<file path="src/rtl/encdec_apb_master_if.sv">
// APB write-side bus between the EncDec initiator (master) and the register slave.
interface encdec_apb_master_if #(
    parameter int AMBA_ADDR_WIDTH = 20,
    parameter int AMBA_WORD       = 32
);
    logic [AMBA_ADDR_WIDTH-1:0] PADDR;
    logic                       PSEL;
    logic                       PENABLE;
    logic                       PWRITE;
    logic [AMBA_WORD-1:0]       PWDATA;
    logic                       PREADY;

    modport master (
        output PADDR, PSEL, PENABLE, PWRITE, PWDATA,
        input  PREADY
    );

    modport slave (
        input  PADDR, PSEL, PENABLE, PWRITE, PWDATA,
        output PREADY
    );
endinterface

</file>
<file path="src/rtl/encdec_apb_master.sv">
// APB initiator: programs DATA_IN, CODEWORD_WIDTH, NOISE, CTRL, waits for operation_done, returns the result.
// Optional done-wait timeout enabled by defining ENCDEC_DONE_TIMEOUT_EN.
module encdec_apb_master #(
    parameter int DATA_WIDTH      = 32,
    parameter int AMBA_ADDR_WIDTH = 20,
    parameter int AMBA_WORD       = 32,
    parameter int BASE_ADDR       = 0,
    parameter int TIMEOUT_CYCLES  = 1024
) (
    input  logic                  clk,
    input  logic                  rst,
    input  logic                  start,
    input  logic [1:0]            cmd_op,
    input  logic [DATA_WIDTH-1:0] cmd_data,
    input  logic [1:0]            cmd_width,
    input  logic [DATA_WIDTH-1:0] cmd_noise,
    output logic                  busy,
    output logic                  result_valid,
    output logic [DATA_WIDTH-1:0] result_data,
    output logic [1:0]            result_nof,
    output logic                  result_timeout,
    encdec_apb_master_if.master   apb,
    input  logic                  operation_done,
    input  logic [DATA_WIDTH-1:0] data_out,
    input  logic [1:0]            num_of_errors
);
    typedef enum logic [2:0] {
        S_IDLE, S_W_DATA, S_W_WIDTH, S_W_NOISE, S_W_CTRL, S_WAIT_DONE, S_RESULT
    } state_t;

    state_t                     r_state, w_state_next;
    logic [1:0]                 r_op, w_op_next;
    logic [DATA_WIDTH-1:0]      r_data, w_data_next;
    logic [1:0]                 r_width, w_width_next;
    logic [DATA_WIDTH-1:0]      r_noise, w_noise_next;
    logic [AMBA_ADDR_WIDTH-1:0] r_paddr, w_paddr_next;
    logic [AMBA_WORD-1:0]       r_pwdata, w_pwdata_next;
    logic                       r_psel, w_psel_next;
    logic                       r_penable, w_penable_next;
    logic                       r_pwrite, w_pwrite_next;
    logic [DATA_WIDTH-1:0]      r_res_data, w_res_data_next;
    logic [1:0]                 r_res_nof, w_res_nof_next;
    state_t                     w_adv;
`ifdef ENCDEC_DONE_TIMEOUT_EN
    logic [31:0]                r_cnt, w_cnt_next;
    logic                       r_res_to, w_res_to_next;
`endif

    function automatic logic [AMBA_ADDR_WIDTH-1:0] f_addr(input state_t s);
        int off;
        case (s)
            S_W_DATA:  off = 4;
            S_W_WIDTH: off = 8;
            S_W_NOISE: off = 12;
            default:   off = 0;
        endcase
        return AMBA_ADDR_WIDTH'(BASE_ADDR + off);
    endfunction

    function automatic logic [AMBA_WORD-1:0] f_wdata(input state_t s, input logic [1:0] op,
            input logic [DATA_WIDTH-1:0] data, input logic [1:0] width,
            input logic [DATA_WIDTH-1:0] noise);
        case (s)
            S_W_DATA:  return AMBA_WORD'(data);
            S_W_WIDTH: return AMBA_WORD'(width);
            S_W_NOISE: return AMBA_WORD'(noise);
            default:   return AMBA_WORD'(op);
        endcase
    endfunction

    always_ff @(posedge clk or negedge rst) begin
        if (!rst) begin
            r_state    <= S_IDLE;
            r_op       <= '0;
            r_data     <= '0;
            r_width    <= '0;
            r_noise    <= '0;
            r_paddr    <= '0;
            r_pwdata   <= '0;
            r_psel     <= 1'b0;
            r_penable  <= 1'b0;
            r_pwrite   <= 1'b0;
            r_res_data <= '0;
            r_res_nof  <= '0;
`ifdef ENCDEC_DONE_TIMEOUT_EN
            r_cnt      <= '0;
            r_res_to   <= 1'b0;
`endif
        end else begin
            r_state    <= w_state_next;
            r_op       <= w_op_next;
            r_data     <= w_data_next;
            r_width    <= w_width_next;
            r_noise    <= w_noise_next;
            r_paddr    <= w_paddr_next;
            r_pwdata   <= w_pwdata_next;
            r_psel     <= w_psel_next;
            r_penable  <= w_penable_next;
            r_pwrite   <= w_pwrite_next;
            r_res_data <= w_res_data_next;
            r_res_nof  <= w_res_nof_next;
`ifdef ENCDEC_DONE_TIMEOUT_EN
            r_cnt      <= w_cnt_next;
            r_res_to   <= w_res_to_next;
`endif
        end
    end

    always_comb begin
        w_state_next    = r_state;
        w_op_next       = r_op;
        w_data_next     = r_data;
        w_width_next    = r_width;
        w_noise_next    = r_noise;
        w_paddr_next    = r_paddr;
        w_pwdata_next   = r_pwdata;
        w_psel_next     = r_psel;
        w_penable_next  = r_penable;
        w_pwrite_next   = r_pwrite;
        w_res_data_next = r_res_data;
        w_res_nof_next  = r_res_nof;
        w_adv           = state_t'(r_state + 3'd1);
`ifdef ENCDEC_DONE_TIMEOUT_EN
        w_cnt_next      = r_cnt;
        w_res_to_next   = r_res_to;
`endif
        case (r_state)
            S_IDLE: begin
                if (start) begin
                    w_state_next   = S_W_DATA;
                    w_op_next      = cmd_op;
                    w_data_next    = cmd_data;
                    w_width_next   = cmd_width;
                    w_noise_next   = cmd_noise;
                    w_psel_next    = 1'b1;
                    w_penable_next = 1'b0;
                    w_pwrite_next  = 1'b1;
                    w_paddr_next   = f_addr(S_W_DATA);
                    w_pwdata_next  = f_wdata(S_W_DATA, cmd_op, cmd_data, cmd_width, cmd_noise);
                end
            end
            S_W_DATA, S_W_WIDTH, S_W_NOISE, S_W_CTRL: begin
                if (!r_penable) begin
                    w_penable_next = 1'b1;
                end else if (apb.PREADY) begin
                    w_penable_next = 1'b0;
                    if (r_state == S_W_CTRL) begin
                        // CTRL kicks the slave; release the bus but keep address/data visible.
                        w_state_next = S_WAIT_DONE;
                        w_psel_next  = 1'b0;
`ifdef ENCDEC_DONE_TIMEOUT_EN
                        w_cnt_next   = '0;
`endif
                    end else begin
                        w_state_next  = w_adv;
                        w_paddr_next  = f_addr(w_adv);
                        w_pwdata_next = f_wdata(w_adv, r_op, r_data, r_width, r_noise);
                    end
                end
            end
            S_WAIT_DONE: begin
                if (operation_done) begin
                    w_state_next    = S_RESULT;
                    w_res_data_next = data_out;
                    w_res_nof_next  = num_of_errors;
`ifdef ENCDEC_DONE_TIMEOUT_EN
                    w_res_to_next   = 1'b0;
                end else if (r_cnt == 32'(TIMEOUT_CYCLES - 1)) begin
                    w_state_next    = S_RESULT;
                    w_res_data_next = '0;
                    w_res_nof_next  = '0;
                    w_res_to_next   = 1'b1;
                end else begin
                    w_cnt_next      = r_cnt + 32'd1;
`endif
                end
            end
            S_RESULT: w_state_next = S_IDLE;
            default:  w_state_next = S_IDLE;
        endcase
    end

    assign busy         = (r_state != S_IDLE) && (r_state != S_RESULT);
    assign result_valid = (r_state == S_RESULT);
    assign result_data  = r_res_data;
    assign result_nof   = r_res_nof;
`ifdef ENCDEC_DONE_TIMEOUT_EN
    assign result_timeout = r_res_to && result_valid;
`else
    assign result_timeout = 1'b0;
`endif
    assign apb.PADDR   = r_paddr;
    assign apb.PWDATA  = r_pwdata;
    assign apb.PSEL    = r_psel;
    assign apb.PENABLE = r_penable;
    assign apb.PWRITE  = r_pwrite;
endmodule
</file>
<file path="src/flat_wrapper.sv">
// flat-port wrapper written by rule: the top's interface ports become plain ports
module encdec_apb_master_flat 
#(
    parameter int DATA_WIDTH      = 32,
    parameter int AMBA_ADDR_WIDTH = 20,
    parameter int AMBA_WORD       = 32,
    parameter int BASE_ADDR       = 0,
    parameter int TIMEOUT_CYCLES  = 1024
)
  (clk, rst, start, cmd_op, cmd_data, cmd_width, cmd_noise, busy, result_valid, result_data, result_nof, result_timeout, operation_done, data_out, num_of_errors, apb_PADDR, apb_PSEL, apb_PENABLE, apb_PWRITE, apb_PWDATA, apb_PREADY);
  encdec_apb_master_if #(.AMBA_ADDR_WIDTH(AMBA_ADDR_WIDTH), .AMBA_WORD(AMBA_WORD)) apb_i ();
  input  logic clk;
  input  logic rst;
  input  logic start;
  input  logic [1:0] cmd_op;
  input  logic [DATA_WIDTH-1:0] cmd_data;
  input  logic [1:0] cmd_width;
  input  logic [DATA_WIDTH-1:0] cmd_noise;
  output logic busy;
  output logic result_valid;
  output logic [DATA_WIDTH-1:0] result_data;
  output logic [1:0] result_nof;
  output logic result_timeout;
  input  logic operation_done;
  input  logic [DATA_WIDTH-1:0] data_out;
  input  logic [1:0] num_of_errors;
  output wire logic [$bits(apb_i.PADDR)-1:0] apb_PADDR;
  output wire logic [$bits(apb_i.PSEL)-1:0] apb_PSEL;
  output wire logic [$bits(apb_i.PENABLE)-1:0] apb_PENABLE;
  output wire logic [$bits(apb_i.PWRITE)-1:0] apb_PWRITE;
  output wire logic [$bits(apb_i.PWDATA)-1:0] apb_PWDATA;
  input wire logic [$bits(apb_i.PREADY)-1:0] apb_PREADY;
  assign apb_PADDR = apb_i.PADDR;
  assign apb_PSEL = apb_i.PSEL;
  assign apb_PENABLE = apb_i.PENABLE;
  assign apb_PWRITE = apb_i.PWRITE;
  assign apb_PWDATA = apb_i.PWDATA;
  assign apb_i.PREADY = apb_PREADY;
  encdec_apb_master #(.DATA_WIDTH(DATA_WIDTH), .AMBA_ADDR_WIDTH(AMBA_ADDR_WIDTH), .AMBA_WORD(AMBA_WORD), .BASE_ADDR(BASE_ADDR), .TIMEOUT_CYCLES(TIMEOUT_CYCLES)) u_core (.clk(clk), .rst(rst), .start(start), .cmd_op(cmd_op), .cmd_data(cmd_data), .cmd_width(cmd_width), .cmd_noise(cmd_noise), .busy(busy), .result_valid(result_valid), .result_data(result_data), .result_nof(result_nof), .result_timeout(result_timeout), .apb(apb_i), .operation_done(operation_done), .data_out(data_out), .num_of_errors(num_of_errors));
endmodule
</file>
<file path="config.mk">
export PLATFORM = sky130hd
export DESIGN_NAME = encdec_apb_master_flat
export DESIGN_NICKNAME = d
export VERILOG_FILES = /design/src/rtl/encdec_apb_master_if.sv /design/src/rtl/encdec_apb_master.sv /design/src/flat_wrapper.sv
export SDC_FILE = /design/constraint.sdc
export NUM_CORES = 1
export LEC_CHECK = 0
export ABC_AREA = 1
export ABC_CLOCK_PERIOD_IN_PS = 3200
export CORE_MARGIN = 8
export CORE_UTILIZATION = 45
export DETAILED_ROUTE_END_ITERATION = 6
export GPL_ROUTABILITY_DRIVEN = 0
export HOLD_SLACK_MARGIN = 0.08
export PLACE_DENSITY_LB_ADDON = 0.25
export REMOVE_ABC_BUFFERS = 1
export SLEW_MARGIN = 0
export SYNTH_ARGS = -nofsm -noshare
export SYNTH_HDL_FRONTEND = slang
export SYNTH_SLANG_ARGS = --single-unit
</file>
<file path="constraint.sdc">
create_clock -name clk -period 3.2 [get_ports clk]
set_clock_uncertainty 0.2 [all_clocks]
set_input_delay 0.96 -clock clk [delete_from_list [all_inputs] [get_ports clk]]
set_output_delay 0.96 -clock clk [all_outputs]
set_load 0.02 [all_outputs]
</file>
# --- Word-level counts from Yosys, hierarchy flattened ---
# Cells that the tools add are included.
op_classes:
  n_addsub: 1
  eq_ne: 16
  reduce_logical: 11
  mux: 27
ops:
  columns: ["op", "n"]
  rows:
  - ["$mux 32", 4]
  - ["$pmux 32 s3", 1]
  - ["$mux 20", 4]
  - ["$pmux 32 s2", 1]
  - ["$pmux 20 s2", 1]
  - ["$mux 3", 5]
  - ["$eq 3x2->1 const B", 4]
  - ["$pmux 4 s3", 1]
  - ["$reduce_and 5->1", 2]
  - ["$eq 3x3->1 const B", 3]
  - ["$pmux 3 s3", 1]
  - ["$ne 2x2->1 const B", 4]
  - ["$mux 1", 7]
  - ["$eq 3x1->1 const B", 2]
  - ["$reduce_and 2->1", 3]
  - ["$ne 2x1->1 const B", 2]
  - ["$pmux 1 s2", 2]
  - ["$reduce_and 4->1", 1]
  - ["$reduce_or 4->1", 1]
  - ["$add 3x1->3 const B", 1]
  - ["$logic_not 3->1", 1]
  - ["$ne 3x3->1 const B", 1]
  - ["$reduce_bool 3->1", 1]
  - ["$reduce_bool 2->1", 1]
  - ["$logic_and 1x1->1", 1]
word_totals:
  out_inout_bits: 92
  wordCells: 67
  ff_bits: 160

# --- Depth between registers and ports, before layout ---
logic_depth:
  ltp_word: 7
  depth_mapped: 13
  depth_no_buf: 12

# --- Worst setup path before layout ---
# No wires, ideal clock.
synth_timing:
  path_kind: "register to output"
  from: "reg u_core.r_state[0]"
  to: "out busy"
  t_required_ns: 2.040
  path_buffers: 0
  slack_ns: 0.889
  path_stages_with_launch: 6
  arrival_ns: 1.151
  path_cell_list: "dfrtp_1 -> inv_1 -> ha_1 -> nand2_1 -> inv_1 -> nor2_1"
synth_between:
  elab_chain_len: 2
  elab_cells_between_ends: 3
  cone_classes: "eq/ne: 1; reduce/logical: 2"
synth_lines:
  columns: ["item", "line_no", "text"]
  rows:
  - ["from (decl)", "encdec_apb_master.sv:31", "state_t r_state, w_state_next;"]
  - ["from (signal assigned)", "encdec_apb_master.sv:90", "r_state <= w_state_next;"]
  - ["$ne 3x3->1 or $reduce_bool 3->1 (tied branches)", "encdec_apb_master.sv:183", "assign busy = (r_state != S_IDLE) && (r_state != S_RESULT);"]
  - ["$logic_and 1x1->1 *", "encdec_apb_master.sv:183", null]
  - ["to (decl)", "flat_wrapper.sv:19", "output logic busy;"]
# Every way passes the cells marked *; elsewhere a longest branch is shown, timed or not.

# --- Final worst setup path ---
# Same ends and word-level chain as after synthesis.

==> reports/results.txt <==
Slew headroom: 51.4%
Maximum clock rate: 0.355 GHz
Combinational share of power: 49.6%
Clk buf depth: 2
Per-cell routed wire length: 15.4 um
Die Wd: 136 um
Setup slack at placement: 0.349 ns
Worst vdd ir: 0.000617 V
Sw Ratio: 41.7%
Period Utilization, post-route: 87.9%
Crit path max fanout: 5
GRT overflow: 0
Num CTS Buffers: 17
HPWL Detailed: 11.9 mm
Avg Synthesized Cell Area: 8.48 um^2
GRT Total Usage: 19.3%
I/O Buffers: 179
Cts repair resizes: 0
Initial antenna violation count: 0
Post-CTS Setup Inserts: 0
Die Y-Extent: 136 um
Final nets: 1057
Fill cell total of the finished layout: 1302
Initial DRC Count: 401
Clk_lat worst skew: 0.42 ns
Core area: 14400 um^2
Fin area: 8990 um^2
ANT nets after route: 0
DRC viols: 0
Seq cells post-synth: 142
Post-Synth Adder-Cell Area: 0.958%
Clock Root Buffer: clkbuf_16
Final hold viol count: 0
Max cap viols: 0
Largest family of logic cells by synthesized area: simple AND/OR/NAND/NOR gates
Arrival time worst endpoint: 1.65 ns
Crit path time final: 2.81 ns
Synth warnings: 0
Worst path slowest cell: dfrtp_1
Vias: 5479
Status: complete, no violations
Synth Area in Simple Gates: 24.6%
DR vias/cell: 4.80
CP max stage delay: 0.40 ns
IO Pins: 199
Pwr dens: 1090 nW/um^2
CP endpoint kind: output pin
Full die area: 18600 um^2
Setup WS post-layout: 0.387 ns
Hold buffers post-CTS: 0
Synth Area in Compound Gates: 5.78%
Area post-placement: 8410 um^2
Part of the power in registers: 31.0%
Largest net degree at the start of global routing: 64
Worst R2R Start: u_core.r_state[0]$_DFFE_PN0P_
Hold depth: 2
FF-to-FF End: u_core.apb.PWDATA[12]$_DFFE_PN0P_
Int Pwr: 5690 uW
Starting Density: 45.5%
CTS tree: done
RSZ-0062 raised after global routing: false
Worst Hold End: u_core.r_noise[14]$_DFFE_PN0P_
Crit Path Class: reg2out
Hold path startpoint: u_core.r_noise[14]$_DFFE_PN0P_
First-pass GRT wire length: 28.0 mm
Routed WL: 17.6 mm
Slew Viols, Final: 0
Mapped Area: 6530 um^2
Setup TNS: 0 ns
Leakage: 0.00445 uW
Required @ worst endpoint: 2.04 ns
Final setup vio count: 0
Row cnt: 44
Clock transition at path regs: 0.05 ns
Switching pwr: 4080 uW
Post-synthesis sequential area ratio: 54.4%
Antenna diode count: 0
Final Power: 9770 uW
Share of cells above drive strength 1: 9.60%
Critical path, cell by cell: inv_1 -> ha_1 -> inv_1 -> nor2_1 -> nor2_1 -> dlymetal6s2s_1
Clock Sink Count: 142
DRT Pass-1 Iters: 4
Distinct cells, synth: 26
Mux share of post-synthesis cell area: 5.86%
Area Overhead vs Synth: 37.6%
XOR/XNOR Fraction of Synth Area: 0%
Worst reg-to-reg setup slack: 0.80 ns
Vias in the first global route: 5517
Clock power share: 19.3%
Gate Count Post-Synth: 770
H-tree depth: 4
Reg2Reg Depth: 12
Worst-Margin Slew: 0.728 ns
HP Class: reg2reg
Startpoint types: register
## power by group through the flow
stage / clock network (uW) / logic [uW] / registers (uW)
6_report: 1890 / 4850 / 3030
5_1_grt: 2010 / 5380 / 3130
4_1_cts: 1920 / 4900 / 3030
3_5_place_dp: 0 / 4880 / 3050
3_3_place_gp: 0 / 4780 / 3030
2_1_floorplan: 0 / 2390 / 3480
## layout make-up
| type | instances | area [um^2] | share of cell area, % |
|---|---|---|---|
| clock buffers | 27 | 523 | 5.82 |
| clock inverters | 5 | 52.6 | 0.585 |
| inverters | 51 | 191 | 2.13 |
| multi-input cells | 540 | 2510 | 27.9 |
| flip-flops and latches | 142 | 3550 | 39.5 |
| well taps | 184 | 230 | 2.56 |
| repair buffers | 193 | 1930 | 21.5 |
## metrics by stage
step | std cells | util (%) | hold slack, ns
finish | 1142 | 62.6 | 0.269
global route | 1142 | 62.6 | 0.284
CTS | 1142 | 62.5 | 0.272
detailed placement | 1110 | 58.5 | 0.254
global placement | 1110 | 58.5 | 0.255
floorplan | 733 | - | 0.242
## sequential cells by signal, indices dropped and copies added, names as in the netlist
name                count
u_core.apb.PSEL         1
u_core.apb.PWRITE       1
u_core.result_data     32
u_core.apb.PADDR        2
u_core.r_data          32
u_core.apb.PENABLE      1
u_core.apb.PWDATA      32
u_core.result_nof       2
u_core.r_width          2
u_core.r_state          3
u_core.r_noise         32
u_core.r_op             2
## routing by layer
metal	track usage [%]	wire length (um)	vias up
met3	5.06	1010	25
met1	24.2	7280	2596
met5	0	0	-
met2	31.3	8930	169
met4	7.50	350	0
li1	-	-	2689
## cell usage in the layout (no fill, tap or decap), types with 2 or more instances in the layout
master / n
nand2_1: 377
clkdlybuf4s50_1: 176
dfrtp_1: 142
inv_1: 48
o21ai_0: 43
mux2_2: 34
o21ai_1: 25
conb_1: 19
clkbuf_16: 17
buf_4: 12
nor2_1: 9
nand3_1: 7
clkbuf_8: 6
ha_1: 5
nand4_1: 4
clkbuf_1: 4
inv_2: 3
nand2_2: 3
a21oi_1: 3
clkinv_2: 3
nand3_2: 2
or2_2: 2
dlymetal6s2s_1: 2
buf_12: 2
## logic make-up after synthesis
kind of cell,after synthesis
multiplexers,34
buffers and inverters,106
AO/OA/AOI/OAI,74
other,1
AND/OR/NAND/NOR,408
flip-flops,142
adder cells (fa/ha/maj),5
## worst max-delay path by stage
stage | slack [ns] | to | depth (start not counted) | start
after floorplan | -2.10 | u_core.r_data[1]$_DFFE_PN0P_ | 4 | start
after global placement | 0.40 | u_core.apb.PWDATA[1]$_DFFE_PN0P_ | 8 | start
after detailed placement | 0.35 | u_core.apb.PWDATA[12]$_DFFE_PN0P_ | 8 | start
after CTS | 0.03 | busy | 6 | u_core.r_state[0]$_DFFE_PN0P_
after global routing | 0.23 | busy | 6 | u_core.r_state[0]$_DFFE_PN0P_
final | 0.39 | busy | 6 | u_core.r_state[0]$_DFFE_PN0P_
## synth_stat cells
| master | count | share of area, % |
|---|---|---|
| a21oi_1 | 3 | 0.23 |
| a21oi_2 | 1 | 0.13 |
| a31oi_1 | 1 | 0.096 |
| buf_2 | 21 | 1.6 |
| buf_4 | 26 | 3.0 |
| buf_6 | 3 | 0.52 |
| clkbuf_1 | 5 | 0.29 |
| conb_1 | 1 | 0.057 |
| dfrtp_1 | 142 | 54 |
| ha_1 | 5 | 0.96 |
| inv_1 | 48 | 2.8 |
| inv_2 | 3 | 0.17 |
| mux2_2 | 34 | 5.9 |
| nand2_1 | 377 | 22 |
| nand2_2 | 3 | 0.29 |
| nand3_1 | 7 | 0.54 |
| nand3_2 | 2 | 0.31 |
| nand3_4 | 1 | 0.27 |
| nand4_1 | 4 | 0.38 |
| nor2_1 | 10 | 0.57 |
| nor2_2 | 1 | 0.096 |
| nor2_8 | 1 | 0.31 |
| o211ai_1 | 1 | 0.11 |
| o21ai_0 | 43 | 3.3 |
| o21ai_1 | 25 | 1.9 |
| or2_2 | 2 | 0.19 |
## worst max-delay path, delay by kind of cell, from the launching register on
family | cells | cell delay, ns
adder cells (fa/ha/maj) | 1 | 0.21
AND/OR/NAND/NOR | 2 | 0.21
buffers and inverters | 3 | 0.41
flip-flops | 1 | 0.40
Note: power is estimated with default switching activity, not from simulation.
